**config.mk**
```make
export PLATFORM = sky130hd
export DESIGN_NAME = uart_rx_packet_ctrl
export DESIGN_NICKNAME = d
export VERILOG_FILES = /design/src/rtl/uart_rx_packet_ctrl.sv
export SDC_FILE = /design/constraint.sdc
export NUM_CORES = 1
export LEC_CHECK = 0
export BUFFER_PORTS_ARGS = -buffer_cell sky130_fd_sc_hd__buf_2
export CORE_ASPECT_RATIO = 0.9
export CORE_MARGIN = 4
export CORE_UTILIZATION = 30
export CTS_BUF_LIST = sky130_fd_sc_hd__clkbuf_4
export DETAILED_ROUTE_END_ITERATION = 10
export PLACE_DENSITY = 0.52
export SETUP_SLACK_MARGIN = 0.1
export SLEW_MARGIN = 20
export SYNTH_ARGS = -nofsm -noshare
export SYNTH_HDL_FRONTEND = slang
export SYNTH_SLANG_ARGS = --single-unit
```
**constraint.sdc**
```tcl
create_clock -name i_Clock -period 4.95 [get_ports i_Clock]
set_input_delay 0.7425 -clock i_Clock [delete_from_list [all_inputs] [get_ports i_Clock]]
set_output_delay 0.7425 -clock i_Clock [all_outputs]
set_load 0.03 [all_outputs]
```
**src/rtl/uart_rx_packet_ctrl.sv**
```systemverilog
// Packet framer behind a UART receiver: SYNC(0xA5), CMD, LEN, PAYLOAD[LEN], CHK.
// Validates length, XOR checksum and inter-byte timeout, then holds the packet until acked.
module uart_rx_packet_ctrl #(
    parameter int unsigned CLKS_PER_BIT = 217,
    parameter int unsigned TIMEOUT_CLKS = 20 * CLKS_PER_BIT,
    parameter int unsigned MAX_LEN      = 16
) (
    input  logic       i_Clock,
    input  logic       i_Reset,
    input  logic       i_RX_DV,
    input  logic [7:0] i_RX_Byte,
    input  logic       i_Pkt_Ack,
    input  logic [3:0] i_Rd_Addr,
    output logic [7:0] o_Rd_Data,
    output logic       o_Pkt_Valid,
    output logic [7:0] o_Pkt_Cmd,
    output logic [4:0] o_Pkt_Len,
    output logic       o_Err_Chk,
    output logic       o_Err_Len,
    output logic       o_Err_Timeout,
    output logic       o_Err_Overrun,
    output logic       o_Busy
);

    localparam int unsigned TmoW = $clog2(TIMEOUT_CLKS);
    localparam logic [7:0] SyncByte = 8'hA5;

    typedef enum logic [2:0] {
        StIdle,
        StGetCmd,
        StGetLen,
        StGetData,
        StGetChk,
        StHold
    } state_e;

    state_e            state_q, state_d;
    logic [7:0]        cmd_q, cmd_d;
    logic [4:0]        len_q, len_d;
    logic [3:0]        idx_q, idx_d;
    logic [7:0]        chk_q, chk_d;
    logic [TmoW-1:0]   tmo_q, tmo_d;
    logic              err_chk_q, err_chk_d;
    logic              err_len_q, err_len_d;
    logic              err_tmo_q, err_tmo_d;
    logic              err_ovr_q, err_ovr_d;
    logic              buf_we;
    logic [7:0]        buf_q [MAX_LEN];
    logic              in_frame;

    assign in_frame = (state_q == StGetCmd) || (state_q == StGetLen) ||
                      (state_q == StGetData) || (state_q == StGetChk);

    always_comb begin
        state_d   = state_q;
        cmd_d     = cmd_q;
        len_d     = len_q;
        idx_d     = idx_q;
        chk_d     = chk_q;
        tmo_d     = '0;
        err_chk_d = 1'b0;
        err_len_d = 1'b0;
        err_tmo_d = 1'b0;
        err_ovr_d = 1'b0;
        buf_we    = 1'b0;

        // A strobe on the expiry cycle wins, so expiry is only taken without DV.
        if (in_frame && !i_RX_DV) begin
            if (tmo_q == TmoW'(TIMEOUT_CLKS - 1)) begin
                err_tmo_d = 1'b1;
                state_d   = StIdle;
            end else begin
                tmo_d = tmo_q + 1'b1;
            end
        end

        case (state_q)
            StIdle: begin
                if (i_RX_DV && i_RX_Byte == SyncByte) begin
                    state_d = StGetCmd;
                end
            end
            StGetCmd: begin
                if (i_RX_DV) begin
                    cmd_d   = i_RX_Byte;
                    chk_d   = i_RX_Byte;
                    state_d = StGetLen;
                end
            end
            StGetLen: begin
                if (i_RX_DV) begin
                    if (i_RX_Byte > 8'(MAX_LEN)) begin
                        err_len_d = 1'b1;
                        state_d   = StIdle;
                    end else begin
                        len_d   = i_RX_Byte[4:0];
                        chk_d   = chk_q ^ i_RX_Byte;
                        idx_d   = '0;
                        state_d = (i_RX_Byte == 8'h00) ? StGetChk : StGetData;
                    end
                end
            end
            StGetData: begin
                if (i_RX_DV) begin
                    buf_we = 1'b1;
                    chk_d  = chk_q ^ i_RX_Byte;
                    idx_d  = idx_q + 1'b1;
                    if ({1'b0, idx_q} == len_q - 5'd1) begin
                        state_d = StGetChk;
                    end
                end
            end
            StGetChk: begin
                if (i_RX_DV) begin
                    if (i_RX_Byte == chk_q) begin
                        state_d = StHold;
                    end else begin
                        err_chk_d = 1'b1;
                        state_d   = StIdle;
                    end
                end
            end
            StHold: begin
                if (i_Pkt_Ack) begin
                    // The coincident byte is judged as if already back in IDLE.
                    state_d = (i_RX_DV && i_RX_Byte == SyncByte) ? StGetCmd : StIdle;
                end else if (i_RX_DV) begin
                    err_ovr_d = 1'b1;
                end
            end
            default: begin
                state_d = StIdle;
            end
        endcase
    end

    always_ff @(posedge i_Clock) begin
        if (i_Reset) begin
            state_q   <= StIdle;
            cmd_q     <= '0;
            len_q     <= '0;
            idx_q     <= '0;
            chk_q     <= '0;
            tmo_q     <= '0;
            err_chk_q <= 1'b0;
            err_len_q <= 1'b0;
            err_tmo_q <= 1'b0;
            err_ovr_q <= 1'b0;
        end else begin
            state_q   <= state_d;
            cmd_q     <= cmd_d;
            len_q     <= len_d;
            idx_q     <= idx_d;
            chk_q     <= chk_d;
            tmo_q     <= tmo_d;
            err_chk_q <= err_chk_d;
            err_len_q <= err_len_d;
            err_tmo_q <= err_tmo_d;
            err_ovr_q <= err_ovr_d;
        end
    end

    // Payload storage is deliberately left out of reset.
    always_ff @(posedge i_Clock) begin
        if (buf_we && !i_Reset) begin
            buf_q[idx_q] <= i_RX_Byte;
        end
    end

    always_comb begin
        o_Pkt_Valid   = (state_q == StHold);
        o_Pkt_Cmd     = o_Pkt_Valid ? cmd_q : 8'h00;
        o_Pkt_Len     = o_Pkt_Valid ? len_q : 5'd0;
        o_Rd_Data     = (o_Pkt_Valid && ({1'b0, i_Rd_Addr} < len_q)) ? buf_q[i_Rd_Addr] : 8'h00;
        o_Err_Chk     = err_chk_q;
        o_Err_Len     = err_len_q;
        o_Err_Timeout = err_tmo_q;
        o_Err_Overrun = err_ovr_q;
        o_Busy        = (state_q != StIdle);
    end

endmodule

```
==> results.cfg, run 1 <==
[status]
outcome = completed

[final_layout]
fin_nets = 587
drive_gt1_frac = 0.177
mostFrequentLayoutCells = edfxtp_1 (128), nor2_1 (48), dfxtp_1 (45), buf_2 (42), nand2_1 (29)
final_area_mm2 = 0.00844
fin_util = 0.337
fillCellCount = 2498
synthToLayoutAreaGrowth_pct = 10.7
final_common_cell = edfxtp_1

[clock_network]
cts_root_buffer = clkbuf_4
numCtsBuffers = 17
clk_pin_slew_ns = 0.16
cts_tree = built
post_cts.repair.setup_buffers = 0
cts.sinks = 173
htree_levels = 4
ctsResizeCount = 0
clkLatencyLatePin_ns = 0.57
clock_path_buffers = 2
hold_buffers = 0

[logic_synthesis]
synthDistinctLibCells = 47
synth_edf_count = 128
synth_warnings = 0
syn_inst = 532
yosys_most_used_dff = edfxtp_1
syn_avg_cell_area_um2 = 14.3
netlist_area_mm2 = 0.00762
synth-seq-area-share = 0.622
ys_seq_elements = 173
synthArstFlopShare = 0
synth_nets = 557

[floorplan]
die_w_um = 176
ios = 43
dieArea_mm2 = 0.0280
start_util = 0.304
fp.dieH_um = 159
std_cell_rows = 55
core_mm2 = 0.0250

[routing]
drtIter0Drc = 365
vias = 4607
wl_met2_um = 8680
wl_per_cell_um = 19.7
dr.pass1.iters = 5
via_per_inst = 5.02
dr.max_layer_used = met4
detail-route-antenna-nets = 0
met1Wirelength_um = 8120
wl_um = 18100
route.detailed.drc = 0
dr_wl_met3_um = 944

[critical_path]
path_cells = nor2b_1 -> nand2_1 -> a211oi_1 -> buf_2
max_stage_delay_ns = 0.70
crit_fanout = 17
worstPathArrival_ns = 3.17
worst_path_max_delay_cell = dfxtp_1
required_ns = 4.21
end_kind = primary output
start_kind = register
criticalPathCategory = register to primary output

[global_routing]
track_usage = 0.130
grt_pass1_vias = 4609
antenna_found_initial = 1
grt_first_pass_wirelength_um = 27800
grt_overflow = 0
grt_max_degree = 34

[power_and_ir_drop]
cellLeakagePower_nw = 2.76
total_power_mw = 2.51
powerDensity_mw_per_mm2 = 297
ir_drop_mv = 0.131

[place]
portBuffers = 42
placed_cell_area_mm2 = 0.00813
hpwlAfterDp_um = 11800
gp_congestion = 0.722

[sta]
rsz0062_at_grt = false
fmaxAchievable_mhz = 255
hold_violations = 0
fin_crit_ns = 3.91
fin_setup_tns_ns = 0
max_slew_margin = 0.292
period_share = 0.791
setup-violations-final = 0
slew_viol_final = 0
worst_slew_pin_slew_ns = 1.06
finClkSkew_ns = 0.0261

[job]
max_cap_viol_count = 0

[worst_hold_path]
hp-class = input port to register
==> kinds of logic (layout without fill, tap and decap cells) <==
family | Yosys count | after routing | synth area share
AOI/OAI and AO/OA | 69 | 69 | 0.0604
xor gates and xnor gates | 27 | 27 | 0.0310
adders and majority gates | 9 | 9 | 0.0148
buffers and inverters | 51 | 94 | 0.0307
DFF | 173 | 173 | 0.622
muxes | 46 | 46 | 0.138
other | 0 | 1 | 0
and+or+nand+nor | 157 | 157 | 0.103
==> Yosys cell counts, types with 4 or more instances <==
cell type / instances / area share
xor2_1: 10 / 0.011
clkinv_1: 9 / 0.0044
o21ai_0: 17 / 0.011
nor2_1: 50 / 0.025
nand2b_1: 7 / 0.0057
nand4_1: 4 / 0.0033
xnor2_1: 17 / 0.020
mux4_2: 16 / 0.047
clkbuf_1: 20 / 0.0098
and3_1: 14 / 0.011
buf_1: 5 / 0.0025
nand3_1: 10 / 0.0066
mux2i_1: 6 / 0.0079
a21oi_1: 14 / 0.0092
a211oi_1: 8 / 0.0079
nand3b_1: 4 / 0.0039
dfxtp_1: 45 / 0.12
nor2b_1: 8 / 0.0066
a21o_1: 4 / 0.0039
a31oi_1: 7 / 0.0057
inv_1: 10 / 0.0049
mux4_1: 24 / 0.083
edfxtp_1: 128 / 0.50
ha_1: 9 / 0.015
a32o_1: 6 / 0.0079
nand2_1: 29 / 0.014
nor3_1: 15 / 0.0098
==> layout make-up <==
| class | instances | area, um^2 | share of cell area |
|---|---|---|---|
| antenna | 1 | 2.50 | 0.000296 |
| clock buffer | 17 | 128 | 0.0151 |
| clock inverter | 15 | 180 | 0.0213 |
| inverter | 19 | 71.3 | 0.00845 |
| multi-input combinational | 308 | 2670 | 0.316 |
| sequential | 173 | 4740 | 0.562 |
| tap | 342 | 428 | 0.0507 |
| timing repair buffer | 43 | 218 | 0.0258 |
==> per-layer routing <==
metal,vias up,global-route usage
met2,139,0.207
met4,0,0.0397
li1,2113,-
met5,-,0
met3,13,0.0266
met1,2342,0.180
==> worst max-delay path, delay by kind of cell, from the launching register on <==
kind / cells / cell delay (ns)
AO/OA/AOI/OAI: 1 / 0.39
buffers and inverters: 1 / 0.26
AND/OR/NAND/NOR: 2 / 1.24
flip-flops: 1 / 0.70
==> where the power goes <==
group	switching, mW	internal (mW)
combinational	0.0742	0.0440
sequential	0.000181	1.55
clock	0.588	0.246
total	0.662	1.84
==> worst paths after layout <==
kind | start | to | slack [ns] | depth (start not counted)
setup / recovery | state_q[0] | o_Rd_Data[1] | 1.04 | 4
hold / removal | i_Pkt_Ack | o_Err_Overrun | 0.38 | 2
setup reg to reg | state_q[1] | buf_q[15][3] | 2.06 | 5
hold reg to reg | tmo_q[0] | tmo_q[0] | 0.46 | 1
==> sequential cells by signal, summed over array words and instances, names as in the netlist <==
signal	count
buf_q	128
chk_q	8
cmd_q	8
idx_q	4
len_q	5
o_Err_Chk	1
o_Err_Len	1
o_Err_Overrun	1
o_Err_Timeout	1
state_q	3
tmo_q	13
==> stage by stage <==
step                      hold WS, ns  worst slack, ns  std cells
after floorplan                 0.413             1.71        532
after global placement          0.436             1.11        885
after detailed placement        0.444             1.09        885
after CTS                       0.334            0.982        917
after global routing            0.315            0.752        918
final                           0.379             1.04        918
Power figures use the tool's default switching activity.
==> inputs of run 2 (changes only) <==
--- a/config.mk
+++ b/config.mk
@@ -5,6 +5,7 @@
 export SDC_FILE = /design/constraint.sdc
 export NUM_CORES = 1
 export LEC_CHECK = 0
+export ABC_AREA = 1
 export BUFFER_PORTS_ARGS = -buffer_cell sky130_fd_sc_hd__buf_2
 export CORE_ASPECT_RATIO = 0.9
 export CORE_MARGIN = 4
==> constraint.sdc (replaced) <==
create_clock -name i_Clock -period 4 [get_ports i_Clock]
set_input_delay 0.6 -clock i_Clock [delete_from_list [all_inputs] [get_ports i_Clock]]
set_output_delay 0.6 -clock i_Clock [all_outputs]
set_load 0.03 [all_outputs]
==> run 2 against run 1 <==
  * Synthesized cell count grew 48%
  * Hold slack lost 0.066 ns
  * First-iteration DRC count grew 27%
  * Cell count grew 30%
  * Combinational power grew 57%
  * Flip-flop and latch count is the same
  * Die area is essentially flat
  * Clock skew grew 0.0072 ns
  * Non-clock buffer count grew 24
  * Largest power group unchanged
==> results.cfg, run 2 <==
[place]
place_inst = 1164
hpwlAfterDp_um = 12500
post-place-ws_ns = 0.987
gp_congestion = 0.761
portBuffers = 42
placed_cell_area_mm2 = 0.00833

[final_layout]
final_area_mm2 = 0.00865
fillCellCount = 2615
reg.largest.list = buf_q (128), tmo_q (13)
synthToLayoutAreaGrowth_pct = 13.5
fin_cells = 1196
insertedDiodeCount = 0
top_register = buf_q
largest_reg_flops = 128
drive_gt1_frac = 0.135
fin_nets = 866
mostFrequentLayoutCells = nand2_1 (134), edfxtp_1 (128), nor2_1 (126), o21ai_0 (75), a21oi_1 (69)
final_common_cell = nand2_1

[floorplan]
fp.dieH_um = 159
ios = 43
dieArea_mm2 = 0.0280
die_w_um = 176
start_util = 0.304
std_cell_rows = 55
core_mm2 = 0.0250

[logic_synthesis]
synth_warnings = 0
synthSimpleGateAreaFrac = 0.172
synth-compound-area-share = 0.135
yosys_most_used_dff = edfxtp_1
syn_inst = 787
synth-seq-area-share = 0.623
synthDistinctLibCells = 38
netlist_area_mm2 = 0.00762
synth_nets = 812
yosysTopAreaCell = edfxtp_1
synth_top_family_by_area = simple AND/OR/NAND/NOR gates
synthArstFlopShare = 0
synth_most_common_cell = nand2_1
synth_edf_count = 128
yosysTopAreaCellShare = 0.504
syn_avg_cell_area_um2 = 9.68
synth_common_cells = nand2_1 (134), edfxtp_1 (128), nor2_1 (126)
synthAdderAreaFrac = 0.0148
muxShareOfSynthArea = 0
ys_seq_elements = 173
synth_area_leaders = edfxtp_1 (50%), dfxtp_1 (12%), nand2_1 (6.6%), nor2_1 (6.2%), o21ai_0 (4.9%)
synthXorXnorAreaFrac = 0.00575

[routing]
via_per_inst = 4.77
detail-route-antenna-nets = 0
wl_per_cell_um = 16.3
dr.pass1.iters = 5
drtIter0Drc = 462
wl_um = 19500
route.detailed.drc = 0
vias = 5703

[power_and_ir_drop]
ir_drop_mv = 0.215
cellLeakagePower_nw = 3.12
powerDensity_mw_per_mm2 = 372

[job]
max_cap_viol_count = 0

[sta]
fin_setup_tns_ns = 0
slew_viol_final = 0
hold_violations = 0
max_slew_margin = 0.542
rsz0062_at_grt = false
hold_ws_ns = 0.313
finClkSkew_ns = 0.0333
period_share = 0.800
fin_crit_ns = 3.20
fmaxAchievable_mhz = 312
worst_slew_pin_slew_ns = 0.686
setup-violations-final = 0
finalWorstSetupSlack_ns = 0.798

[status]
outcome = completed

[global_routing]
track_usage = 0.140
grt_max_degree = 49
grt_overflow = 0
antenna_found_initial = 0
grt_pass1_vias = 5502
grt_first_pass_wirelength_um = 30900

[clock_network]
post_cts.repair.setup_buffers = 0
htree_levels = 4
cts_root_buffer = clkbuf_4
hold_buffers = 0
cts.sinks = 173
cts_tree = built
clk_pin_slew_ns = 0.16
numCtsBuffers = 17
clock_path_buffers = 2
ctsResizeCount = 0
clkLatencyLatePin_ns = 0.57

[critical_path]
reg2reg_slack_ns = 1.88
crit_start = len_q[2]
criticalPathCategory = register to primary output
crit_top_cell = nand2_1
reg2reg_from = state_q[0]
end_kind = primary output
worst_path_max_delay_cell = dfxtp_1
required_ns = 3.40
crit_fanout = 8
start_kind = register
worstPathArrival_ns = 2.60
max_stage_delay_ns = 0.39
path_cells = inv_1 -> ha_1 -> nand2_1 -> nor2_1 -> o21ai_0 -> o211ai_1 -> nor2_2 -> nand2_1 -> a21oi_1 -> buf_2

[worst_hold_path]
hold_start = i_Pkt_Ack
hp-class = input port to register
## run 2: changes by cell type after synthesis, moves of 8 or more
cell,delta
a21oi_1,+55
and3_1,-14
clkinv_1,-8
inv_1,+51
mux4_1,-24
mux4_2,-16
nand2_1,+105
nand3_1,+18
nor2_1,+76
nor2b_1,-8
o21ai_0,+58
o22ai_1,+16
xnor2_1,-15
## run 2: worst max-delay path, delay by kind of cell, from the launching register on
family / cells / cell delay [ns]
flip-flops: 1 / 0.39
buffers and inverters: 2 / 0.40
AND/OR/NAND/NOR: 4 / 0.51
AO/OA/AOI/OAI: 3 / 0.44
adder cells (fa/ha/maj): 1 / 0.32
## run 2: per-stage QoR
step | total power [mW] | utilization
3_3_place_gp | 2.15 | 0.333
3_5_place_dp | 2.15 | 0.333
5_1_grt | 3.35 | 0.345
4_1_cts | 3.25 | 0.345
6_report | 3.22 | 0.345
2_1_floorplan | 2.06 | -
## run 2: area by class of cell
class	count	area, um^2	share of cell area
Clock buffer	17	128	0.0148
Multi-Input combinational cell	517	2490	0.288
Timing Repair Buffer	67	423	0.0489
Sequential cell	173	4740	0.548
Tap cell	342	428	0.0495
Clock inverter	15	191	0.0221
Inverter	65	244	0.0282
## run 2: logic make-up after synthesis
| logic type | Yosys count |
|---|---|
| flops | 173 |
| simple gates | 317 |
| fa+ha+maj | 9 |
| buf+inv | 97 |
| compound gates | 186 |
| xor+xnor | 5 |
## run 2: worst paths after layout
path	to	depth (start not counted)
max reg2reg	buf_q[14][6]	7
min reg2reg	cmd_q[0]	2
min	o_Err_Overrun	4
max	o_Rd_Data[7]	10
## run 2: power breakdown
part	internal [mW]	switching, mW	leakage, nW	total (mW)
sequential	1.92	0.000352	1.51	1.92
combinational	0.0510	0.134	1.44	0.185
clock	0.407	0.704	0.167	1.11
## run 2: routing by layer
layer	vias to the layer above	global-route usage	wire (um)
met3	11	0.0321	851
met1	2748	0.208	9880
met2	126	0.211	8620
met5	-	0	0
li1	2818	-	-
met4	0	0.0234	124
